**src/rtl/cache_types_pkg.sv**
```systemverilog
// Shared cache-subsystem types: arbiter state encoding and line geometry.
package cache_types;

  typedef enum logic [1:0] {
    ARB_IDLE,
    ARB_GRANT_I,
    ARB_GRANT_D
  } arb_state_t;

  localparam int LINE_OFFSET_BITS = 5;
  localparam int LINE_W           = 256;

endpackage : cache_types

```
**src/rtl/cache_arbiter.sv**
```systemverilog
// Round-robin arbiter that serializes I-cache fills and D-cache fills/writebacks
// onto one cacheline-wide memory port. Each granted request is latched so the
// memory side sees stable values while the requesters are free to change theirs.
module cache_arbiter
  import cache_types::arb_state_t,
         cache_types::ARB_IDLE,
         cache_types::ARB_GRANT_I,
         cache_types::ARB_GRANT_D,
         cache_types::LINE_OFFSET_BITS;
#(
  parameter int LINE_W = 256,
  parameter int ADDR_W = 32
) (
  input  logic              clk,
  input  logic              rst,
  input  logic              i_read,
  input  logic [ADDR_W-1:0] i_address,
  output logic [LINE_W-1:0] i_rdata,
  output logic              i_resp,
  input  logic              d_read,
  input  logic              d_write,
  input  logic [ADDR_W-1:0] d_address,
  input  logic [LINE_W-1:0] d_wdata,
  output logic [LINE_W-1:0] d_rdata,
  output logic              d_resp,
  output logic              mem_read,
  output logic              mem_write,
  output logic [ADDR_W-1:0] mem_address,
  output logic [LINE_W-1:0] mem_wdata,
  input  logic [LINE_W-1:0] mem_rdata,
  input  logic              mem_resp
);

  // Clears the byte-within-line offset bits of an address.
  localparam logic [ADDR_W-1:0] LINE_MASK = ~ADDR_W'((1 << LINE_OFFSET_BITS) - 1);

  arb_state_t        state;
  arb_state_t        state_d;
  logic              last_grant_d;   // 1 when the D side held the most recent grant
  logic              i_req;
  logic              d_req;
  logic              grant_i;
  logic              grant_d;
  logic              grant_edge;
  logic              i_done;
  logic              d_done;
  logic [ADDR_W-1:0] addr_q;
  logic [LINE_W-1:0] wdata_q;
  logic              is_write_q;
  logic [LINE_W-1:0] i_rdata_q;
  logic [LINE_W-1:0] d_rdata_q;

  assign i_req      = i_read;
  assign d_req      = d_read | d_write;
  // On a tie the side that did not win last time goes first.
  assign grant_i    = i_req & (~d_req | last_grant_d);
  assign grant_d    = d_req & ~grant_i;
  assign grant_edge = (state == ARB_IDLE) & (grant_i | grant_d);
  assign i_done     = (state == ARB_GRANT_I) & mem_resp;
  assign d_done     = (state == ARB_GRANT_D) & mem_resp;

  // Next-state selection: grant from IDLE, return to IDLE on the memory response.
  always_comb begin
    // NOTE: assigning a default before the case keeps every path driven, so no latch is inferred.
    state_d = state;
    case (state)
      ARB_IDLE: begin
        if (grant_i)      state_d = ARB_GRANT_I;
        else if (grant_d) state_d = ARB_GRANT_D;
      end
      ARB_GRANT_I,
      ARB_GRANT_D: begin
        if (mem_resp) state_d = ARB_IDLE;
      end
      default: state_d = ARB_IDLE;
    endcase
  end

  // State register and round-robin history.
  always_ff @(posedge clk) begin
    // NOTE: non-blocking assignments so every flop samples pre-edge values regardless of statement order.
    if (rst) begin
      state        <= ARB_IDLE;
      last_grant_d <= 1'b1;
    end else begin
      state <= state_d;
      if (grant_edge) last_grant_d <= grant_d;
    end
  end

  // Capture the granted request and the most recent line delivered to each side.
  always_ff @(posedge clk) begin
    // NOTE: the line-wide data registers are ordinary flops, not a memory array, so they take the reset too.
    if (rst) begin
      addr_q     <= '0;
      wdata_q    <= '0;
      is_write_q <= 1'b0;
      i_rdata_q  <= '0;
      d_rdata_q  <= '0;
    end else begin
      if (grant_edge) begin
        addr_q     <= (grant_i ? i_address : d_address) & LINE_MASK;
        is_write_q <= grant_d & d_write;
        if (grant_d & d_write) wdata_q <= d_wdata;
      end
      if (i_done) i_rdata_q <= mem_rdata;
      if (d_done) d_rdata_q <= mem_rdata;
    end
  end

  // Memory strobes from the latched request; responses steered to the granted side only.
  always_comb begin
    mem_read    = 1'b0;
    mem_write   = 1'b0;
    mem_address = '0;
    mem_wdata   = '0;
    if (state != ARB_IDLE) begin
      mem_read    = ~is_write_q;
      mem_write   = is_write_q;
      mem_address = addr_q;
      mem_wdata   = wdata_q;
    end
    i_resp  = i_done;
    d_resp  = d_done;
    i_rdata = i_done ? mem_rdata : i_rdata_q;
    d_rdata = d_done ? mem_rdata : d_rdata_q;
  end

endmodule : cache_arbiter

```
**config.mk**
```make
export PLATFORM = sky130hd
export DESIGN_NAME = cache_arbiter
export DESIGN_NICKNAME = d
export VERILOG_FILES = /design/src/rtl/cache_types_pkg.sv /design/src/rtl/cache_arbiter.sv
export SDC_FILE = /design/constraint.sdc
export NUM_CORES = 2
export LEC_CHECK = 0
export ABC_AREA = 0
export ABC_CLOCK_PERIOD_IN_PS = 2500
export CORE_AREA = 2 2 537 539
export DETAILED_ROUTE_END_ITERATION = 16
export DIE_AREA = 0 0 539 541
export GPL_TIMING_DRIVEN = 0
export HOLD_SLACK_MARGIN = 0.02
export RECOVER_POWER = 50
export SLEW_MARGIN = 20
export SYNTH_ARGS = -nofsm -noshare
export SYNTH_HDL_FRONTEND = slang
export SYNTH_SLANG_ARGS = --single-unit
```
**constraint.sdc**
```tcl
create_clock -name clk -period 2.5 [get_ports clk]
set_input_delay 0.75 -clock clk [delete_from_list [all_inputs] [get_ports clk]]
set_output_delay 0.75 -clock clk [all_outputs]
set_load 0.05 [all_outputs]
```
Word level (Yosys, flattened, before mapping)
Index checks and enable logic that the tools add are counted.
{"block": "word_totals", "input_bits": 582, "reg_bits": 799, "word_cells": 39, "out_inout_bits": 804}
{"block": "classes", "bitwise": 12, "n_mux": 11, "n_reduce_logical": 5, "eq_ne": 4}
{"cell": "$mux W256", "n": 3}
{"cell": "$mux W32", "n": 2}
{"cell": "$and A1 B1 Y1", "n": 6}
{"cell": "$mux W2", "n": 3}
{"cell": "$pmux W2 S2", "n": 1}
{"cell": "$reduce_and A2 Y1", "n": 2}
{"cell": "$ne A3 B3 Y1 const B", "n": 1}
{"cell": "$not A1 Y1", "n": 3}
{"cell": "$or A1 B1 Y1", "n": 3}
{"cell": "$eq A2 B1 Y1 const B", "n": 1}
{"cell": "$eq A2 B2 Y1 const B", "n": 1}
{"cell": "$logic_not A2 Y1", "n": 1}
{"cell": "$mux W1", "n": 2}
{"cell": "$ne A2 B2 Y1 const B", "n": 1}
{"cell": "$reduce_bool A2 Y1", "n": 1}
{"cell": "$reduce_or A2 Y1", "n": 1}

Longest topological paths before layout
{"block": "logic_depth", "depth_word": 9, "mapped_depth": 8, "depth_no_buf": 6}

Worst setup path after synthesis
No wires, ideal clock.
{"block": "synth_timing", "path_kind": "flip-flop to output port", "start": "reg state[0]", "end": "out mem_address[10]", "n_path_buf": 3, "t_required_ns": 1.750, "path_stages_with_launch": 7, "arrival_ns": 1.864, "path_slack_ns": -0.114, "path_cell_list": "dfxtp_1 > inv_1 > ha_1 > buf_2 > clkbuf_1 > clkbuf_1 > nor2b_1"}
{"block": "synth_via", "elab_chain_len": 2}
{"element": "start: declaration", "line": "cache_arbiter.sv:37", "text": "arb_state_t state;"}
{"element": "start signal: assignment", "line": "cache_arbiter.sv:86", "text": "state <= state_d;"}
{"element": "$reduce_bool A2 Y1", "line": "cache_arbiter.sv:117", "text": "if (state != ARB_IDLE) begin"}
{"element": "$mux W32", "line": "cache_arbiter.sv:117"}
{"element": "end: declaration", "line": "cache_arbiter.sv:28", "text": "output logic [ADDR_W-1:0] mem_address,"}
Every way passes these cells.

Worst setup path in the final report
{"block": "layout_timing", "start": "reg state[1]", "end": "out i_rdata[11]"}
{"block": "layout_via", "elab_chain_len": 3}
{"element": "$eq A2 B1 Y1", "line": "cache_arbiter.sv:59", "text": "assign i_done = (state == ARB_GRANT_I) & mem_resp;"}
{"element": "$and A1 B1 Y1", "line": "cache_arbiter.sv:59"}
{"element": "$mux W256"}
{"element": "end: declaration", "line": "cache_arbiter.sv:18", "text": "output logic [LINE_W-1:0] i_rdata,"}
Every way passes these cells.

==> results.py <==
metrics = {
    "drt": {
        "drt_pre_antenna_iters": 8,
        "wirelength_um": 280500,
        "drc": 0,
        "ant_nets": 0,
        "via_per_inst": 3.757,
        "num_vias": 32890,
        "wl_per_cell_um": 32.04,
        "drtIter0Drc": 2361,
    },
    "grt": {
        "grt_use_total_pct": 18.44,
        "grt_max_degree": 19,
        "grt_overflow": 0,
        "grt_pass1_wl_um": 349200,
        "grt_pass1_vias": 32110,
        "antenna_found_initial": 178,
    },
    "sta": {
        "relSlewSlack_pct": 11.87,
        "skew_ns": 0.1010,
        "period_share_pct": 138.3,
        "worst_pin_slew_ns": 1.308,
        "fin_ws_ns": -0.9580,
        "rsz0062_at_grt": "true",
        "setup_viol_count_final": 927,
        "finalHoldViolCount": 0,
        "fin_setup_tns_ns": -674.39,
        "whs_ns": 0.4720,
        "slew_viol_final": 0,
        "period_minus_slack_ns": 3.458,
        "max_freq_mhz": 289.2,
    },
    "die": {
        "dieArea_um2": 291600,
        "core-area_um2": 286400,
        "start_util_pct": 11.66,
        "ios": 1386,
        "die_w_um": 539,
        "rows": 197,
        "die_y_um": 541,
    },
    "layout": {
        "drive_above_1_share_pct": 29.98,
        "fin_area_um2": 54820,
        "seqCellArea_um2": 16000,
        "final_cells": 8755,
        "multi_input_area_um2": 16330,
        "syn2layout_area_growth_pct": 64.20,
        "final_util_pct": 19.14,
        "nNetsFinal": 5416,
        "n_fill_cell": 31730,
    },
    "placement": {
        "dpl_worst_slack_ns": -2.610,
        "dpl_cell_area_um2": 51930,
        "dp_cells": 8482,
        "gp_congestion": 1.017,
        "dpl.hpwl_um": 243900,
        "numPortBuffers": 1369,
    },
    "logic_synthesis": {
        "ys_seq_area_share_pct": 47.91,
        "synthCells": 3325,
        "yosysWarnings": 0,
        "synthFlopType": "dfxtp_1",
        "synthArstFlopShare_pct": 0,
        "synth.distinct_cells": 38,
        "synth_edf_count": 0,
        "ys_seq_elements": 799,
        "synth.avg_cell_area_um2": 10.04,
        "syn_area_um2": 33390,
    },
    "critical_path": {
        "cp_data_arrival_time_ns": 2.71,
        "setup.worst_path.end_class": "output port",
        "critPathKind": "register to output port",
        "required_ns": 1.75,
        "path_max_fanout": 8,
        "setup.worst_path.start_class": "register",
    },
    "clocking": {
        "cts.sinks": 799,
        "postCtsHoldBufs": 0,
        "cts_root_buffer": "clkbuf_16",
        "htreeDepth": 3,
        "cts_tree": "done",
        "clock_latency_ns": 0.87,
        "path_clk_slew_ns": 0.07,
        "cts_buffers": 104,
        "cts_buffer_depth": 4,
    },
    "pwr": {
        "leakage_nw": 21.80,
        "irDropWorstVdd_mv": 0.5117,
        "power_density_nw_per_um2": 795.1,
        "power_mw": 43.59,
    },
    "outcome": {
        "violations": "negative setup slack",
        "outcome": "finished, violations left",
    },
    "flow_run": {
        "maxCapViolCount": 0,
    },
    "min_path": {
        "hp-class": "register to register",
    },
}
## per-layer routing
metal / part of all wire (%) / track usage (%) / wire length (µm)
met5: 0.087 / 0 / 243
met4: 3.1 / 5.114 / 8699
met3: 13 / 9.460 / 37240
met2: 41 / 26.75 / 113900
met1: 43 / 23.61 / 120500
## cells in the final DEF (no fill, tap or decap), types with 5 or more instances in the layout
cell               n
mux2_2           211
conb_1             5
buf_2            449
clkbuf_1         184
buf_12            33
bufinv_16          9
nor2b_2           40
nor2_1            30
dlygate4sd2_1     67
o21ai_0          281
a21oi_1          257
dfxtp_1          797
mux2_1           184
nor2b_1          710
buf_16             6
clkdlybuf4s15_2  136
buf_6             64
clkbuf_16        118
buf_1             16
clkinv_2          11
nand3_1          282
clkbuf_8          24
clkbuf_2          46
nor2b_4           46
mux2_4           117
buf_4             94
buf_8             13
clkdlybuf4s50_1  569
clkbuf_4          21
a311oi_1          26
diode_2           70
clkdlybuf4s15_1    7
## critical path, cell delays in order (launching register included)
cell             delay [ns]
dfxtp_2                0.33
inv_2                  0.08
ha_2                   0.23
nand2_8                0.10
clkinv_16              0.12
buf_16                 0.17
buf_12                 0.14
mux2_2                 0.35
clkdlybuf4s15_2        0.37
## worst paths after layout
check	start	endpoint	slack, ns	depth (start not counted)
hold reg to reg	wdata_q[34]$_SDFFE_PP0P_	wdata_q[34]$_SDFFE_PP0P_	0.47	2
setup reg to reg	state[1]$_SDFFE_PP0P_	wdata_q[95]$_SDFFE_PP0P_	-0.41	7
setup / recovery	state[1]$_SDFFE_PP0P_	i_rdata[11]	-0.96	8
hold / removal	wdata_q[34]$_SDFFE_PP0P_	wdata_q[34]$_SDFFE_PP0P_	0.47	2
## area by class of cell
| cell class | instances | area share (%) |
|---|---|---|
| Antenna cell | 70 | 0.3195 |
| Buffer | 309 | 3.681 |
| Clock buffer | 145 | 5.466 |
| Clock inverter | 34 | 0.9038 |
| Inverter | 7 | 0.1004 |
| Multi-Input combinational cell | 2214 | 29.80 |
| Sequential cell | 799 | 29.18 |
| Tap cell | 3781 | 8.629 |
| Timing Repair Buffer | 1396 | 21.92 |
## cell families after synthesis
group | share of synthesized area (%)
mux | 18.49
fa+ha+maj | 0.1124
flops | 47.91
other cells | 0.01123
buf+inv | 4.771
simple gates | 19.66
compound gates | 9.039
## power breakdown
group          switching [mW]  leakage [nW]  internal [mW]  total (mW)
Combinational            9.48          13.6           4.27        13.8
Sequential              0.472          6.49           13.6        14.1
Clock                    6.47          1.72           9.28        15.8
Total                    16.4          21.8           27.2        43.6
## sequential cells by signal, indices dropped and copies added (netlist names)
| signal | cells |
|---|---|
| i_rdata_q | 256 |
| d_rdata_q | 256 |
| state | 2 |
| is_write_q | 1 |
| last_grant_d | 1 |
| addr_q | 27 |
| wdata_q | 256 |
## cells in the mapped netlist, types with 4 or more instances
cell type	instances	share of area, %
buf_1	16	0.18
clkbuf_1	204	2.3
buf_4	8	0.18
mux2_2	113	3.8
inv_1	4	0.045
o21ai_0	281	4.2
a21oi_1	257	3.9
mux2_4	109	4.9
a311oi_1	26	0.68
mux2_1	290	9.8
nor2b_1	796	15
nor2_1	30	0.34
dfxtp_1	799	48
buf_6	44	1.5
nand3_1	282	4.2
buf_2	35	0.52
## timing repair
action | in CTS | in global routing
pin swaps | 1 | 0
gates resized for setup | 3541 | 402
buffers inserted | 15 | 2
cloned | 7 | 0
setup endpoints to repair | 1145 | 1003
Note: power is estimated with default switching activity, not from simulation.
